==> config.mk <==
export PLATFORM = sky130hd
export DESIGN_NAME = lpif_rx_x4_asym2_full_slave_align
export DESIGN_NICKNAME = d
export VERILOG_FILES = /design/src/rtl/lpif_rx_x4_asym2_full_slave_align.sv
export SDC_FILE = /design/constraint.sdc
export NUM_CORES = 1
export LEC_CHECK = 0
export ABC_CLOCK_PERIOD_IN_PS = 2200
export CAP_MARGIN = 10
export CORE_ASPECT_RATIO = 2
export CORE_MARGIN = 2
export CORE_UTILIZATION = 27
export CTS_CLUSTER_SIZE = 24
export DETAILED_ROUTE_END_ITERATION = 7
export PLACE_DENSITY = 0.61
export REMOVE_ABC_BUFFERS = 1
export SLEW_MARGIN = 10
export SYNTH_ARGS = -nofsm -noshare
export SYNTH_HDL_FRONTEND = slang
export SYNTH_SLANG_ARGS = --single-unit
==> constraint.sdc <==
create_clock -name clk_wr -period 2.2 [get_ports clk_wr]
set_input_delay 0.44 -clock clk_wr [delete_from_list [all_inputs] [get_ports clk_wr]]
set_output_delay 0.44 -clock clk_wr [all_outputs]
set_load 0.02 [all_outputs]
==> src/rtl/lpif_rx_x4_asym2_full_slave_align.sv <==
// Slave-end receive aligner/unpacker for the x4 asym2 LPIF link: waits out the online delay,
// locks to the pair marker, then forwards one flit per cycle. Optional pair checker: LPIF_RX_ASYM2_PAIR_CHECK_EN.
module lpif_rx_x4_asym2_full_slave_align #(
    parameter int LOCK_CNT = 4,
    parameter int MISS_MAX = 2
) (
    input  logic        clk_wr,
    input  logic        rst_wr,
    input  logic        rx_online,
    input  logic        m_gen2_mode,
    input  logic [15:0] delay_x_value,
    input  logic [79:0] rx_phy0,
    output logic [3:0]  ustrm_state,
    output logic [1:0]  ustrm_protid,
    output logic [63:0] ustrm_data,
    output logic        ustrm_dvalid,
    output logic [3:0]  ustrm_crc,
    output logic        ustrm_crc_valid,
    output logic        ustrm_valid,
    output logic        ustrm_phase,
    output logic        rx_align_done,
    output logic [31:0] rx_upstream_debug_status
);
    localparam int GW = $clog2(LOCK_CNT + 1);
    localparam logic [GW-1:0] LOCK_W = GW'(LOCK_CNT);
    localparam logic [3:0] MISS_W = 4'(MISS_MAX);

    typedef enum logic [2:0] {
        ST_IDLE   = 3'd0,
        ST_DELAY  = 3'd1,
        ST_HUNT   = 3'd2,
        ST_LOCKED = 3'd3
    } state_t;

    state_t        state_r, state_s;
    logic [15:0]   dly_r, dly_s;
    logic [GW-1:0] good_r, good_s;
    logic          exp_r, exp_s;
    logic          phase_r, phase_s;
    logic          done_r, done_s;
    logic [3:0]    miss_r, miss_s;
    logic [15:0]   relock_r, relock_s;
    logic          online_r;
    logic          link_ok_s, marker_s, fwd_s;
    logic [7:0]    pair_err_s;
    logic          unused_rsvd_s;

    assign link_ok_s     = rx_online & m_gen2_mode;
    assign marker_s      = rx_phy0[77];
    assign fwd_s         = (state_r == ST_LOCKED) & link_ok_s;
    assign unused_rsvd_s = ^rx_phy0[79:78];

    // Next-state and alignment bookkeeping
    always_comb begin
        state_s  = state_r;
        dly_s    = dly_r;
        good_s   = good_r;
        exp_s    = exp_r;
        phase_s  = phase_r;
        done_s   = done_r;
        miss_s   = miss_r;
        relock_s = relock_r;
        if ((state_r != ST_IDLE) && !link_ok_s) begin
            state_s = ST_IDLE;
            done_s  = 1'b0;
            phase_s = 1'b0;
            good_s  = '0;
            miss_s  = 4'd0;
        end else begin
            case (state_r)
                ST_IDLE: begin
                    if (link_ok_s) begin
                        state_s = ST_DELAY;
                        dly_s   = 16'd0;
                    end else begin
                        state_s = ST_IDLE;
                    end
                end
                ST_DELAY: begin
                    if (dly_r == delay_x_value) begin
                        state_s = ST_HUNT;
                        good_s  = '0;
                        exp_s   = 1'b1;
                    end else begin
                        dly_s = dly_r + 16'd1;
                    end
                end
                ST_HUNT: begin
                    // A stray marker always starts a fresh pair sequence
                    if (marker_s == exp_r) begin
                        good_s = good_r + GW'(1);
                        exp_s  = ~exp_r;
                    end else if (marker_s) begin
                        good_s = GW'(1);
                        exp_s  = 1'b0;
                    end else begin
                        good_s = '0;
                        exp_s  = ~exp_r;
                    end
                    if (good_s == LOCK_W) begin
                        state_s = ST_LOCKED;
                        done_s  = 1'b1;
                        phase_s = marker_s;
                        miss_s  = 4'd0;
                    end else begin
                        state_s = ST_HUNT;
                    end
                end
                ST_LOCKED: begin
                    phase_s = ~phase_r;
                    if (marker_s == ~phase_r) begin
                        miss_s = 4'd0;
                    end else begin
                        miss_s = miss_r + 4'd1;
                    end
                    if (miss_s == MISS_W) begin
                        state_s  = ST_HUNT;
                        done_s   = 1'b0;
                        good_s   = '0;
                        exp_s    = 1'b1;
                        relock_s = (relock_r == 16'hFFFF) ? relock_r : relock_r + 16'd1;
                    end else begin
                        state_s = ST_LOCKED;
                    end
                end
                default: begin
                    state_s = ST_IDLE;
                end
            endcase
        end
    end

    // State and counter registers
    always_ff @(posedge clk_wr) begin
        if (rst_wr) begin
            state_r  <= ST_IDLE;
            dly_r    <= 16'd0;
            good_r   <= '0;
            exp_r    <= 1'b0;
            phase_r  <= 1'b0;
            done_r   <= 1'b0;
            miss_r   <= 4'd0;
            relock_r <= 16'd0;
            online_r <= 1'b0;
        end else begin
            state_r  <= state_s;
            dly_r    <= dly_s;
            good_r   <= good_s;
            exp_r    <= exp_s;
            phase_r  <= phase_s;
            done_r   <= done_s;
            miss_r   <= miss_s;
            relock_r <= relock_s;
            online_r <= rx_online;
        end
    end

    // Output stage: forward the sampled flit only while locked
    always_ff @(posedge clk_wr) begin
        if (rst_wr) begin
            ustrm_state     <= 4'd0;
            ustrm_protid    <= 2'd0;
            ustrm_data      <= 64'd0;
            ustrm_dvalid    <= 1'b0;
            ustrm_crc       <= 4'd0;
            ustrm_crc_valid <= 1'b0;
            ustrm_valid     <= 1'b0;
            ustrm_phase     <= 1'b0;
        end else if (fwd_s) begin
            ustrm_state     <= rx_phy0[3:0];
            ustrm_protid    <= rx_phy0[5:4];
            ustrm_data      <= rx_phy0[69:6];
            ustrm_dvalid    <= rx_phy0[70];
            ustrm_crc       <= rx_phy0[74:71];
            ustrm_crc_valid <= rx_phy0[75];
            ustrm_valid     <= rx_phy0[76];
            ustrm_phase     <= phase_r;
        end else begin
            ustrm_state     <= 4'd0;
            ustrm_protid    <= 2'd0;
            ustrm_data      <= 64'd0;
            ustrm_dvalid    <= 1'b0;
            ustrm_crc       <= 4'd0;
            ustrm_crc_valid <= 1'b0;
            ustrm_valid     <= 1'b0;
            ustrm_phase     <= 1'b0;
        end
    end

`ifdef LPIF_RX_ASYM2_PAIR_CHECK_EN
    logic       prev0_valid_r;
    logic [7:0] pair_err_r;

    // Pair checker: a valid phase-1 flit needs a valid phase-0 partner
    always_ff @(posedge clk_wr) begin
        if (rst_wr) begin
            prev0_valid_r <= 1'b0;
            pair_err_r    <= 8'd0;
        end else if (state_s == ST_IDLE) begin
            prev0_valid_r <= 1'b0;
            pair_err_r    <= 8'd0;
        end else if (fwd_s && !phase_r) begin
            prev0_valid_r <= rx_phy0[76];
        end else if (fwd_s && rx_phy0[76] && !prev0_valid_r && (pair_err_r != 8'hFF)) begin
            pair_err_r <= pair_err_r + 8'd1;
        end else begin
            pair_err_r <= pair_err_r;
        end
    end

    assign pair_err_s = pair_err_r;
`else
    assign pair_err_s = 8'd0;
`endif

    assign rx_align_done            = done_r;
    assign rx_upstream_debug_status = {state_r, done_r, online_r, 3'b000, pair_err_s, relock_r};

endmodule
==> impl_metrics.yaml <==
status:
  status: "finished, final reports clean"
floorplanning:
  rows: 67
  core_area_um2: 16800
  die_h_um: 189
  ioPinCount: 211
  start_util_pct: 27.5
  die_w_um: 96.5
  die_area_um2: 18200
finish:
  utilization_pct: 44.9
  seq_area_um2: 2460
  multiInputGateArea_um2: 2010
  area_delta_synth_final_pct: 63.0
  antenna_cells: 0
  num-fill-cells: 1628
  nets: 789
  drive_gt1_share_pct: 9.77
detailed_routing:
  finalWirelength_mm: 12.7
  met3_length_mm: 1.04
  vias: 3973
  route.detailed.drc: 0
  topRoutingLayerUsed: "met4"
  wl_met1_mm: 4.02
  drt-initial-drc-count: 61
  viasPerCell: 4.40
  dr.pass1.iters: 4
  met2_length_mm: 7.38
  antenna_left: 0
  wl_per_cell_um: 14.0
power:
  power_uw: 5360
  irDropWorstVdd_uv: 565
  p_leak_uw: 0.00282
  clkPwrFrac_pct: 53.1
  pwr-share-comb_pct: 5.3
  switching_power_uw: 1130
  pwr-share-seq_pct: 41.7
  internal_power_uw: 4230
  swShare_pct: 21.1
  p_per_area_nw_per_um2: 712
cts:
  clkTransAtPathRegs_ns: 0.06
  ctsResizeCount: 0
  cts_tree: "built"
  cts_hold_buffers: 0
  cts_sinks: 123
  cts_made_buffers: 17
  insertion_delay_ns: 0.41
  clockBufferDepth: 2
  cts_max_level: 4
  post-cts-setup-buffers: 0
  cts_root_buf: "clkbuf_16"
critical_path:
  startpoint_type: "register"
  cpMaxStageDelayCell: "dfxtp_1"
  critPathArrivalTime_ns: 2.36
  required_ns: 2.54
  max_stage_delay_ns: 0.45
  path_class: "reg -> reg"
  cp-end-kind: "register"
  crit_fanout: 5
  crit_chain: "ha_1 > xnor2_2 > nand4_4 > nor3_4 > nand3_2 > or4_1 > a21oi_1"
  crit_buf_inv: 0
  cpLargestDelayFamily: "simple AND/OR/NAND/NOR gates"
timing:
  hold_slack_ns: 0.504
  period_share_pct: 91.8
  worstMarginPinSlew_ns: 0.503
  hold_viol: 0
  setup_ws_ns: 0.180
  maxSlewHeadroom_pct: 65.6
  finalCriticalPeriod_ns: 2.02
  rsz0062_at_grt: "no"
  slew_violations: 0
  max_freq_mhz: 495
  skew_ns: 0.0113
  finalSetupViolCount: 0
logic_synthesis:
  synthCells: 465
  ys_ff_latch: 123
  synth_area_per_cell_um2: 9.93
  synth-main-ff-cell: "dfxtp_1"
  synth.cell_area_um2: 4620
  synth_warnings: 0
  yosysSeqAreaShare_pct: 53.3
  async_flop_share_pct: 0
  ys_types: 42
  synth_edf_count: 0
global_route:
  grt_overflow: 0
  grt_max_degree: 79
  antenna_found_initial: 0
  grt_first_pass_wirelength_mm: 19.8
  grt_pass1_vias: 4096
  track_usage_pct: 14.2
place:
  port_buffers: 196
  pre_cts_ws_ns: -0.195
  hpwl_mm: 9.85
  routabilityCongestion: 0.791
run:
  cap_violations: 0
worst_hold_path:
  hold_class: "reg -> reg"
## cells by family after synthesis
| kind of cell | Yosys count | share of synthesized area [%] |
|---|---|---|
| adder cells (fa/ha/maj) | 5 | 1.36 |
| flip-flops | 123 | 53.3 |
| multiplexers | 2 | 0.434 |
| buffers and inverters | 38 | 4.28 |
| XOR/XNOR | 44 | 8.67 |
| AND/OR/NAND/NOR | 208 | 25.8 |
| AO/OA/AOI/OAI | 44 | 6.02 |
| other | 1 | 0.0812 |
## metal layers
layer / vias to the layer above / global-route usage, %
li1: 1959 / -
met3: 11 / 5.05
met5: - / 0
met4: 0 / 5.74
met2: 162 / 28.3
met1: 1841 / 11.8
## synth_stat cells, types with 4 or more instances
master	count	share of area, %
a211oi_1	9	1.5
nor2b_1	5	0.68
and2_1	80	11
nor2_1	46	3.7
ha_1	5	1.4
and3_1	7	0.95
buf_4	14	2.3
nand2_1	17	1.4
xor2_1	10	1.9
nand3_1	17	1.8
nand4_1	12	1.6
o21ai_0	7	0.76
xnor2_1	32	6.1
a21oi_1	16	1.7
dfxtp_1	123	53
a22oi_1	4	0.65
nor3_1	5	0.54
nand2b_1	4	0.54
inv_1	6	0.49
clkbuf_1	16	1.3
## cells in the final DEF, fill, tap and decap left out, drive strengths merged, types with 2 or more instances in the layout
cell type	n
clkdlybuf4s50	196
a22oi	4
inv	8
nor2	46
clkinv	3
buf	25
nand3b	2
conb	12
o21ai	7
xor2	10
nand2	17
nor3	6
clkbuf	18
a21oi	16
and2	80
clkinvlp	5
mux2i	2
nand2b	4
nand4	13
o31ai	2
and3	7
xnor2	34
nor4	2
ha	5
a211oi	9
nor2b	5
nand4b	2
dfxtp	123
nand3	18
or4	2
a2111oi	2
bufinv	3
## final cells by class
cell class	count	share of cell area (%)
Clock buffer	18	5.84
Clock inverter	13	2.23
Sequential cell	123	32.7
Tap cell	207	3.44
Inverter	6	0.299
Multi-Input combinational cell	315	26.7
Timing Repair Buffer	221	28.7
## final timing paths
path,from,end,slack (ns),cells after the start
worst min-delay path,relock_r[1]$_SDFFE_PP0P_,relock_r[1]$_SDFFE_PP0P_,0.50,2
worst min register to register,relock_r[1]$_SDFFE_PP0P_,relock_r[1]$_SDFFE_PP0P_,0.50,2
worst max register to register,miss_r[0]$_SDFFE_PP0P_,relock_r[15]$_SDFFE_PP0P_,0.18,7
worst max-delay path,miss_r[0]$_SDFFE_PP0P_,relock_r[15]$_SDFFE_PP0P_,0.18,7
## worst register-to-register path, delay by kind of cell, from the launching register on
| kind | cells | cell delay (ns) |
|---|---|---|
| compound gates | 1 | 0.16 |
| xor+xnor | 1 | 0.15 |
| fa+ha+maj | 1 | 0.29 |
| flops | 1 | 0.45 |
| simple gates | 4 | 0.92 |
## state kept, by name, summed over array words and instances (netlist names), 2 cells and up
register      flops
ustrm_protid      2
good_r            3
ustrm_crc         4
relock_r         16
state_r           2
ustrm_data       64
dly_r            16
miss_r            4
ustrm_state       4
## stage by stage
stage          setup TNS [ns]  std cells  area (µm²)
6_report                    0        903        7520
4_1_cts                     0        903        7520
3_3_place_gp            -1.69        872        6910
5_1_grt                     0        903        7520
3_5_place_dp            -3.00        872        6910
2_1_floorplan          -69.39        444        4480
## power by group through the flow
stage               registers (µW)  clock network [µW]  logic, µW
global placement              2280                   0        280
floorplan                     2290                   0       60.6
global route                  2230                3030        303
detailed placement            2280                   0        282
finish                        2230                2840        283
CTS                           2230                2930        283
Note: power is estimated with default switching activity, not from simulation.
